[src/rtl/gate_op_sequencer.sv]
// gate_op_sequencer: latches an operand pair, steps the decoder through AND/OR/XOR/NAND and hands each mux result downstream
// Ports: clk/rst_n clock and async active-low reset; start/a_in/b_in request and operands;
// a/b/dec_enable/dec_selector drive the gate+decoder; mux_out is the sampled mux result;
// result/result_sel/result_valid/result_ready form the downstream handshake; busy/done report sequence status.
module gate_op_sequencer #(
  parameter int WIDTH = 4,
  parameter int SETTLE_CYCLES = 1
) (
  input  logic             clk,
  input  logic             rst_n,
  input  logic             start,
  input  logic [WIDTH-1:0] a_in,
  input  logic [WIDTH-1:0] b_in,
  output logic [WIDTH-1:0] a,
  output logic [WIDTH-1:0] b,
  output logic             dec_enable,
  output logic [1:0]       dec_selector,
  input  logic [WIDTH-1:0] mux_out,
  output logic [WIDTH-1:0] result,
  output logic [1:0]       result_sel,
  output logic             result_valid,
  input  logic             result_ready,
  output logic             busy,
  output logic             done
);
  typedef enum logic [1:0] {IDLE, SETTLE, PRESENT, FINISH} state_t;
  state_t     r_state;
  logic [3:0] r_cnt;
  always_ff @(posedge clk or negedge rst_n) begin
    if (!rst_n) begin
      r_state      <= IDLE;
      r_cnt        <= '0;
      a            <= '0;
      b            <= '0;
      dec_enable   <= 1'b0;
      dec_selector <= 2'b00;
      result       <= '0;
      result_sel   <= 2'b00;
      result_valid <= 1'b0;
      busy         <= 1'b0;
      done         <= 1'b0;
    end else begin
      done <= 1'b0;
      case (r_state)
        IDLE: if (start) begin
          a            <= a_in;
          b            <= b_in;
          dec_enable   <= 1'b1;
          dec_selector <= 2'b00;
          r_cnt        <= 4'(SETTLE_CYCLES);
          busy         <= 1'b1;
          r_state      <= SETTLE;
        end
        SETTLE: begin
          r_cnt <= r_cnt - 4'd1;
          // the edge that sees a count of 1 is the last one of the settle window
          if (r_cnt <= 4'd1) begin
            result       <= mux_out;
            result_sel   <= dec_selector;
            result_valid <= 1'b1;
            r_state      <= PRESENT;
          end
        end
        PRESENT: if (result_ready) begin
          result_valid <= 1'b0;
          if (dec_selector == 2'b11) begin
            done    <= 1'b1;
            r_state <= FINISH;
          end else begin
            dec_selector <= dec_selector + 2'd1;
            r_cnt        <= 4'(SETTLE_CYCLES);
            r_state      <= SETTLE;
          end
        end
        FINISH: begin
          dec_enable   <= 1'b0;
          dec_selector <= 2'b00;
          busy         <= 1'b0;
          r_state      <= IDLE;
        end
      endcase
    end
  end
endmodule

[config.mk]
export PLATFORM = sky130hd
export DESIGN_NAME = gate_op_sequencer
export DESIGN_NICKNAME = d
export VERILOG_FILES = /design/src/rtl/gate_op_sequencer.sv
export SDC_FILE = /design/constraint.sdc
export NUM_CORES = 1
export LEC_CHECK = 0
export ABC_AREA = 1
export CAP_MARGIN = 30
export CORE_UTILIZATION = 49
export CTS_CLUSTER_SIZE = 28
export DETAILED_ROUTE_END_ITERATION = 10
export GPL_ROUTABILITY_DRIVEN = 1
export GPL_TIMING_DRIVEN = 1
export PLACE_DENSITY = 0.84
export SETUP_SLACK_MARGIN = 0.1
export SYNTH_ARGS = -nofsm -noshare
export SYNTH_HDL_FRONTEND = slang
export SYNTH_SLANG_ARGS = --single-unit
export TNS_END_PERCENT = 50
[constraint.sdc]
create_clock -name clk -period 1.8 [get_ports clk]
set_input_delay 0.36 -clock clk [delete_from_list [all_inputs] [get_ports clk]]
set_output_delay 0.36 -clock clk [all_outputs]
set_load 0.1 [all_outputs]
### After elaboration in Yosys (flattened, before gate mapping)

Index checks and enable logic that the tools add are counted.

* register bits: 25

* add/sub/neg operators: 2
* magnitude comparators: 1
* equality and inequality tests: 8
* mux-type cells: 21
* reduce and logical (&&, ||, !) cells: 12

Operators with widths (count)
* $mux 2: 7
* $mux 4: 3
* $pmux 4 s3: 1
* $ne 2x2->1 const B: 4
* $pmux 2 s4: 1
* $reduce_and 4->1: 2
* $eq 2x2->1 const B: 3
* $mux 1: 6
* $pmux 2 s3: 1
* $reduce_and 2->1: 3
* $reduce_and 3->1: 2
* $reduce_bool 3->1: 2
* $le 4x1->1 const B: 1
* $pmux 1 s2: 2
* $reduce_bool 2->1: 2
* $sub 4x1->4 const B: 1
* $add 2x1->2 const B: 1
* $eq 2x1->1 const B: 1
* $logic_not 2->1: 1

### Depth between registers and ports, before layout

Gate-level depths: netlist (run 1).

* word-level depth: 4
* gate-level depth with buffers: 8
* depth with buffers taken out: 8

### Worst setup path before layout (run 1)

No wires, ideal clock.

* path type: reg-to-reg
* from: register dec_selector[0]
* to: register dec_selector[0]
* library setup time: 126 ps
* data arrival time: 1597 ps
* data required time: 1674 ps
* path slack: 77 ps
* cell stages (with the launch flop): 7
* buffers on the path: 0
* period minus slack after synthesis: 1723 ps
* path through: dfrtp_1 ha_1 nand3_1 nand2_1 nor2_2 nand2_1 nand2_1

* cells in the longest elaborated chain, start to end: 4
* elaborated cells between the ends (all ways): 7

RTL lines
* start, declared: line 17 `output logic [1:0] dec_selector,`
* start signal, assigned: line 70 `dec_selector <= dec_selector + 2'd1;`
* $add 2x1->2: line 70
* $mux 2: line 66 `if (dec_selector == 2'b11) begin`
* $mux 2: line 64 `PRESENT: if (result_ready) begin`
* $pmux 2 s3: line 44 `case (r_state)`

Several ways; a longest one is shown, not always the timed one. The select of a mux whose other input is x is not followed.
A chain may end at the register's enable or synchronous reset.

### Worst setup path after layout (run 1)

* from: register r_cnt[0]
* to: register result[3]

* cells in the longest elaborated chain, start to end: 2

RTL lines
* start, declared: line 28 `logic [3:0] r_cnt;`
* start signal, assigned: line 50 `r_cnt <= 4'(SETTLE_CYCLES);`
* start signal, assigned: line 55 `r_cnt <= r_cnt - 4'd1;`
* start signal, assigned: line 71 `r_cnt <= 4'(SETTLE_CYCLES);`
* $le 4x1->1: line 57 `if (r_cnt <= 4'd1) begin`
* $reduce_and 2->1 (no line)
* end signal, assigned: line 58 `result <= mux_out;`
* end, declared: line 19 `output logic [WIDTH-1:0] result,`

No other way between the ends.

==> metrics, run 1 <==
status=completed; Slew Limit Fails=0; Post-Synth Adder-Cell Area=3.20%; FMAX=684 MHz; net count after synthesis=155; TritonCTS clock tree=built; Worst Setup SP=r_cnt[0]; clk buf depth=2; reg-to-reg endpoint=result[3]; clock sinks=25; Ys Warns=0; clk root buf=clkbuf_4; area delta synth->final=51.7%; Initial Util=52.5%; post-route minimum period=1.46 ns; grt ovf=0; Synth async-reset ratio=100%; cell taking the most area after synthesis=dfrtp_1; drt total wl=2.63 mm; worst min-delay path class=primary input to asynchronous set/reset pin; Reg clk slew, reported paths=0.13 ns; top-count cell post-synth=nand2_1; slew margin rel.=79.2%; EDFF count, synth=0; startpoint types=flip-flop; Max H-tree Level=1; FF-to-FF Start=r_cnt[0]; Reg2Reg Depth=7; Critical Path End=result[3]; Port Buf Inserts=35; share of post-route cells with drive strength above 1=23.6%; largest net degree at the start of global routing=26; routability cong.=0.777; CTS resizes=0; synth top area cells=dfrtp_1 (53%), nand2_1 (15%), nand3_1 (6.4%), inv_1 (5.4%), o21ai_2 (4.5%); synthesized area=1170 µm²; Post-DP HPWL=2.06 mm; Die Ht=50.9 µm; core area=2230 µm²; initial antenna violation count=0; Max Cap Viol=0; Via Count=1020; Hold Violations, Final=0; Setup Skew=0.00263 ns; worst-path maximum fanout=13; CTS Hold Buffers Added=0; FP Rows=17; post-synthesis mux area share=0%; Post-CTS Setup Inserts=0; DRT iter0 DRCs=16; r2r setup slk=0.34 ns; Clock Latency Late Sink=0.32 ns; total CTS buffers=3; vias in the first global route=989; Netlist cell types=19; drt first pass iters=4; Vias/cell=5.05; main combinational cell family by area after synthesis=simple AND/OR/NAND/NOR gates; final period utilization=81.2%; Final Setup Violations=0; I/O Pins=36; Worst Max-Slew Pin Slew=0.311 ns; xor/xnor share of the synthesized area=0%; list of most frequent post-synthesis cells=nand2_1 (47), dfrtp_1 (25), inv_1 (17), nand3_1 (15), o21ai_2 (6); WL per Instance=13.0 µm; Synth Area in Compound Gates=7.47%; Synth Instances=136; DRC Markers=0; synthesized flop and latch total=25; Total Routing Usage GR=22.9%; share of the synthesized area in the top cell type=53.4%; RSZ-0062 raised after global routing=no; nets@finish=194; WP data arrival=1.69 ns; Final ANT Viol Nets=0; Seq/Total Area, Yosys=53.4%; Die Footprint=2590 µm²; Fin Setup TNS=0 ns; Ant. Diodes=0; CP endpoint kind=flip-flop; Req. time, crit path=2.02 ns; main flop type after synthesis=dfrtp_1; Die Wd=50.9 µm; first-pass GRT wire length=4.36 mm; Avg Inst Size Synth=8.62 µm²; simple-gate area share of the yosys netlist=27.9%; WS Path Type=flip-flop to flip-flop
## worst min-delay path by stage
stage / endpoint / slack, ns
after floorplan: a[0] / 0.06
after global placement: r_cnt[1] / 0.46
after detailed placement: r_cnt[1] / 0.48
after CTS: result[2] / 0.38
after global routing: r_cnt[3] / 0.39
final: result[2] / 0.38
## cell families after synthesis
kind of cell	after synthesis
AO/OA/AOI/OAI	13
adder cells (fa/ha/maj)	3
buffers and inverters	22
flip-flops	25
AND/OR/NAND/NOR	73
## layout make-up
| cell class | instances | area (µm²) |
|---|---|---|
| Timing Repair Buffer | 37 | 566 |
| Multi-Input combinational cell | 89 | 452 |
| Tap cell | 28 | 35.0 |
| Fill cell | 141 | 455 |
| Sequential cell | 25 | 628 |
| Inverter | 19 | 71.3 |
| Clock buffer | 4 | 26.3 |
## metrics by stage
step                      util [%]  hold slack (ns)  worst slack [ns]  cells  area, µm²
after floorplan                  -           0.0644             0.105    136       1170
after CTS                     79.6            0.379             0.352    202       1780
final                         79.6            0.377             0.338    202       1780
after global placement        78.4            0.460             0.384    198       1750
after detailed placement      78.4            0.483             0.344    198       1750
after global routing          79.6            0.386             0.227    202       1780
## registers in the layout (all words and copies together), names as in the netlist
register      flops
a                 4
b                 4
r_cnt             4
result            4
dec_selector      2
r_state           2
result_sel        2
busy              1
done              1
result_valid      1
## routing by layer
layer  part of all wire (%)  global-route usage, %
met1                     40                   26.8
met2                     53                   40.1
met3                    4.3                   5.36
met4                    2.3                   9.26
met5                      0                      0
## placed cells by master (no fill, tap or decap)
| cell type | netlist | routed |
|---|---|---|
| clkdlybuf4s50_1 | 0 | 15 |
| o21ai_0 | 4 | 4 |
| nand2_2 | 2 | 2 |
| clkbuf_1 | 0 | 1 |
| nand3_4 | 1 | 1 |
| o21ai_2 | 6 | 6 |
| nand2_1 | 47 | 47 |
| nor2_1 | 4 | 4 |
| o21ai_1 | 3 | 3 |
| clkbuf_4 | 0 | 3 |
| ha_1 | 3 | 3 |
| inv_1 | 17 | 17 |
| or2_2 | 1 | 1 |
| dfrtp_2 | 0 | 2 |
| nor2_4 | 1 | 1 |
| nand3_1 | 15 | 15 |
| buf_4 | 1 | 2 |
| buf_12 | 0 | 20 |
| dfrtp_1 | 25 | 23 |
| inv_2 | 2 | 2 |
| nand4_1 | 1 | 1 |
| nor2_2 | 1 | 1 |
## worst max-delay path: stages (launching register included)
cell and delay, ns:
dfrtp_1 0.45, inv_1 0.12, ha_1 0.20, inv_1 0.07
nand2_1 0.13, nand3_4 0.19, nand2_1 0.13, o21ai_2 0.06
Power of run 1 is not shown: default switching activity piles up to over one toggle a cycle in this logic, so the estimate is an artifact.
==> run 2, diff against run 1 <==
CORE_UTILIZATION = 41   (was 49)
PLACE_DENSITY = 0.75   (was 0.84)
clock period = 1.2 ns   (was 1.8 ns; I/O delays follow)
==> run 2 against run 1 <==
Die area up 19%. Via count rose by 12%. Clock skew rose by 0.0025 ns. Count of clock-buffer cells in the layout stayed put. Flip-flop and latch count is the same. First-iteration DRC count is 31% higher. Register-to-register slack worse by 0.42 ns. Largest cell class is now buffers. The run now ends with negative setup slack left. Worst hold slack got worse by 0.13 ns.
==> metrics, run 2 (same netlist as run 1, synthesis figures left out) <==
clk buf depth=2; FP Rows=19; Die Footprint=3080 µm²; drt total wl=3.03 mm; Die Wd=55.5 µm; Total Routing Usage GR=20.0%; filler cell count=173; Via Count=1144; CP bufs+invs=2; drt first pass iters=4; I/O Pins=36; largest net degree at the start of global routing=26; worst min-delay path class=primary input to asynchronous set/reset pin; final period utilization=113%; routability cong.=0.754; Util after Layout=78.3%; Most Crowded Layer GR=met2; Clock Latency Late Sink=0.32 ns; reg-to-reg endpoint=r_cnt[3]; slew margin rel.=79.7%; clock sinks=25; Initial Util=42.9%; delay-heaviest family, CP=flip-flops; first-pass GRT wire length=4.90 mm; GR Layer Usage met2=36.3%; Ant. Diodes=0; Slew Limit Fails=0; clk root buf=clkbuf_4; met1 Resource Use GR=22.0%; Req. time, crit path=0.96 ns; grt ovf=0; share of post-route cells with drive strength above 1=50.5%; Post-DP HPWL=1.98 mm; Finished Layout Cells=229; CP endpoint kind=primary output; violated checks=negative setup slack; core area=2730 µm²; PnR worst setup slack=-0.159 ns; worst-path maximum fanout=2; status=complete, but fails checks; Setup Skew=0.00518 ns; Reg2Reg Depth=6; FF-to-FF Start=dec_selector[1]; area delta synth->final=82.5%; WL per Instance=13.2 µm; Final Setup Violations=11; WP data arrival=1.12 ns; routing usage on met3=5.62%; Final ANT Viol Nets=0; vias in the first global route=1109; most frequent cells in the layout=nand2_1 (37), buf_12 (21), buf_4 (21), clkdlybuf4s50_1 (15); CP cell instances=buf_6, buf_12; Max Cap Viol=0; Worst Max-Slew Pin Slew=0.304 ns; CTS Hold Buffers Added=0; DRT iter0 DRCs=21; Max H-tree Level=1; total CTS buffers=3; Slowest-stage cell, CP=dfrtp_4; DRC Markers=0; placed cells=212; Hold Violations, Final=0; FMAX=736 MHz; r2r setup slk=-0.08 ns; slowest stage delay, CP=0.52 ns; nets@finish=218; TritonCTS clock tree=built; post-route minimum period=1.36 ns; RSZ-0062 raised after global routing=yes; initial antenna violation count=0; startpoint types=flip-flop; Port Buf Inserts=35; Reg clk slew, reported paths=0.14 ns; most common cell after layout, fill and taps aside=nand2_1; WS Path Type=flip-flop to primary output; Vias/cell=5.00; Die Ht=55.5 µm
## run 2: cell types whose count changed in the layout (fill, tap and decap cells not counted), sizes merged
| cell | before | now |
|---|---|---|
| nand3 | 16 | 17 |
| buf | 22 | 45 |
## run 2: how the worst max path moves through the flow
stage / from / endpoint / slack, ns / cells after the start
after floorplan: dec_selector[1] / r_cnt[3] / -0.1 / 5
after global placement: result_ready / dec_selector[0] / -0.13 / 6
after detailed placement: result_ready / r_cnt[3] / -0.17 / 6
after CTS: dec_selector[0] / dec_selector[0] / -0.16 / 2
after global routing: dec_selector[0] / dec_selector[0] / -0.19 / 2
final: dec_selector[0] / dec_selector[0] / -0.16 / 2
## run 2: layout make-up
type	instances	area, µm²	area share (%)
Inverter	19	71.3	3.33
Multi-Input combinational cell	90	593	27.7
Sequential cell	25	648	30.3
Clock buffer	4	26.3	1.23
Tap cell	31	38.8	1.81
Timing Repair Buffer	60	762	35.6
## run 2: per-stage QoR
step / setup TNS [ns] / cell area [µm²] / setup WS (ns) / hold slack, ns
6_report: -0.852 / 2140 / -0.159 / 0.244
5_1_grt: -1.82 / 2140 / -0.190 / 0.242
4_1_cts: -0.673 / 2040 / -0.160 / 0.248
3_5_place_dp: -1.71 / 1910 / -0.175 / 0.507
3_3_place_gp: -1.02 / 1910 / -0.127 / 0.505
2_1_floorplan: -0.535 / 1240 / -0.0969 / -0.0556
## run 2: timing repair
action                                  4_1_cts  5_1_grt
pin swaps                                     8        7
gates resized for setup                      15       13
cloned                                        1        0
endpoints found under the setup margin       37       43
buffers inserted                              6        6
## run 2: routing by layer
layer	up-vias	routed length (µm)
li1	553	-
met1	545	1130
met2	40	1670
met3	6	179
met4	0	46
met5	-	0
Power of run 2 is left out for the same reason.
==> run 3, diff against run 2 <==
CORE_MARGIN = 2   (was default)
CTS_BUF_LIST = sky130_fd_sc_hd__clkbuf_16   (was default)
SLEW_MARGIN = 0   (was default)
==> run 3 against run 2 <==
The run still ends with negative setup slack left. Global-route usage is 0.83 points higher. Highest routed layer unchanged. Register-to-register slack hardly changed. Core utilization is 1.5 points higher. Fmax is 5.5% higher. Critical endpoint is now r_cnt[1]. Via count is 0.87% lower. Non-clock buffer count is 4 lower. Clock skew is 0.0019 ns lower. Setup slack better by 0.071 ns. Die area is 7.3% higher.
==> metrics, run 3 (same netlist as run 1, synthesis figures left out) <==
status=complete, but fails checks; violated checks=negative setup slack; slew margin rel.=78.3%; Finished Layout Cells=225; DRC Markers=0; Slew Limit Fails=0; Worst Max-Slew Pin Slew=0.325 ns; r2r setup slk=-0.09 ns; first-pass GRT wire length=5.26 mm; largest net degree at the start of global routing=26; initial antenna violation count=0; delay-heaviest family, CP=flip-flops; most common cell after layout, fill and taps aside=nand2_1; RSZ-0062 raised after global routing=yes; Max Cap Viol=0; CP dominant cell by count=nand2_2; startpoint types=flip-flop; most frequent cells in the layout=nand2_1 (32), buf_12 (21), buf_4 (18), clkdlybuf4s50_1 (15); Max H-tree Level=1; Die Ht=57.5 µm; CP cell instances=ha_4, o21ai_2, nand3_2, nand2_2, nand2_2; clock sinks=25; DRT iter0 DRCs=28; routability cong.=0.734; drt first pass iters=4; WL per Instance=15.0 µm; Initial Util=42.9%; nets@finish=214; vias in the first global route=1122; FP Rows=19; FMAX=776 MHz; Port Buf Inserts=35; Final ANT Viol Nets=0; Post-DP HPWL=2.01 mm; core area=2730 µm²; grt ovf=0; WP data arrival=1.44 ns; Slowest-stage cell, CP=dfrtp_4; Clock Latency Late Sink=0.26 ns; CP endpoint kind=flip-flop; I/O Pins=36; clk buf depth=2; worst min-delay path class=primary input to asynchronous set/reset pin; reg-to-reg endpoint=r_cnt[1]; Reg2Reg Depth=5; Vias/cell=5.04; Util after Layout=79.8%; clk root buf=clkbuf_16; Req. time, crit path=1.35 ns; slowest stage delay, CP=0.50 ns; WS Path Type=flip-flop to flip-flop; worst-path maximum fanout=4; Die Footprint=3300 µm²; TritonCTS clock tree=built; Total Routing Usage GR=20.8%; total CTS buffers=3; Setup Skew=0.00332 ns; Ant. Diodes=0; FF-to-FF Start=dec_selector[1]; Die Wd=57.5 µm; post-route minimum period=1.29 ns; PnR worst setup slack=-0.0881 ns; dpl cell area=1900 µm²; Via Count=1134; area delta synth->final=86.0%; share of post-route cells with drive strength above 1=53.1%; Hold Violations, Final=0; Reg clk slew, reported paths=0.06 ns; drt total wl=3.38 mm; Final Setup Violations=12; final instance area=2180 µm²; CP bufs+invs=0; placed cells=211; final period utilization=107%
## run 3: cell types whose count changed in the layout (fill, tap and decap cells not counted), sizes merged
cell      previous run  this run
buf                 45        41
clkbuf               4         3
clkinvlp             0         1
## run 3: cell type report
cell class | count | area (µm²)
clock buffer | 3 | 75.1
timing repair buffer | 56 | 728
sequential | 25 | 647
inverter | 19 | 76.3
tap | 31 | 38.8
multi-input combinational | 90 | 608
clock inverter | 1 | 7.51
fill | 169 | 553
## run 3: routing by layer
metal / up-vias / part of all wire, % / track usage (%)
li1: 541 / - / -
met1: 545 / 35 / 22.9
met2: 37 / 56 / 39.4
met3: 11 / 6.2 / 6.12
met4: 0 / 2.8 / 3.99
met5: - / 0 / 0
## run 3: timing repair
action | in CTS | in global routing
gates resized for setup | 22 | 12
hold buffers | 0 | 0
cloned | 1 | 0
endpoints found under the setup margin | 30 | 42
buffers inserted | 4 | 5
endpoints found under the hold margin | 0 | 0
pin swaps | 10 | 9
## run 3: worst max-delay path by stage
stage | start | endpoint | slack (ns) | cells past startpoint
floorplan | dec_selector[1] | r_cnt[3] | -0.1 | 5
global placement | result_ready | dec_selector[1] | -0.12 | 6
detailed placement | result_ready | dec_selector[1] | -0.18 | 6
CTS | dec_selector[0] | dec_selector[0] | -0.09 | 2
global route | dec_selector[1] | r_cnt[1] | -0.13 | 5
finish | dec_selector[1] | r_cnt[1] | -0.09 | 5
## run 3: worst register-to-register path: cells and delay by family (launching register included)
family                     cells  cell delay (ns)
AOI/OAI and AO/OA              1             0.15
adders and majority gates      1             0.19
DFF                            1             0.50
and+or+nand+nor                3             0.34
## run 3: through the flow
step	hold slack [ns]	worst slack, ns	TNS, ns
2_1_floorplan	-0.0556	-0.0969	-0.535
3_3_place_gp	0.480	-0.124	-1.07
3_5_place_dp	0.503	-0.176	-1.60
4_1_cts	0.343	-0.0858	-0.171
5_1_grt	0.354	-0.128	-1.26
6_report	0.333	-0.0881	-0.420
Power of run 3 is left out for the same reason.
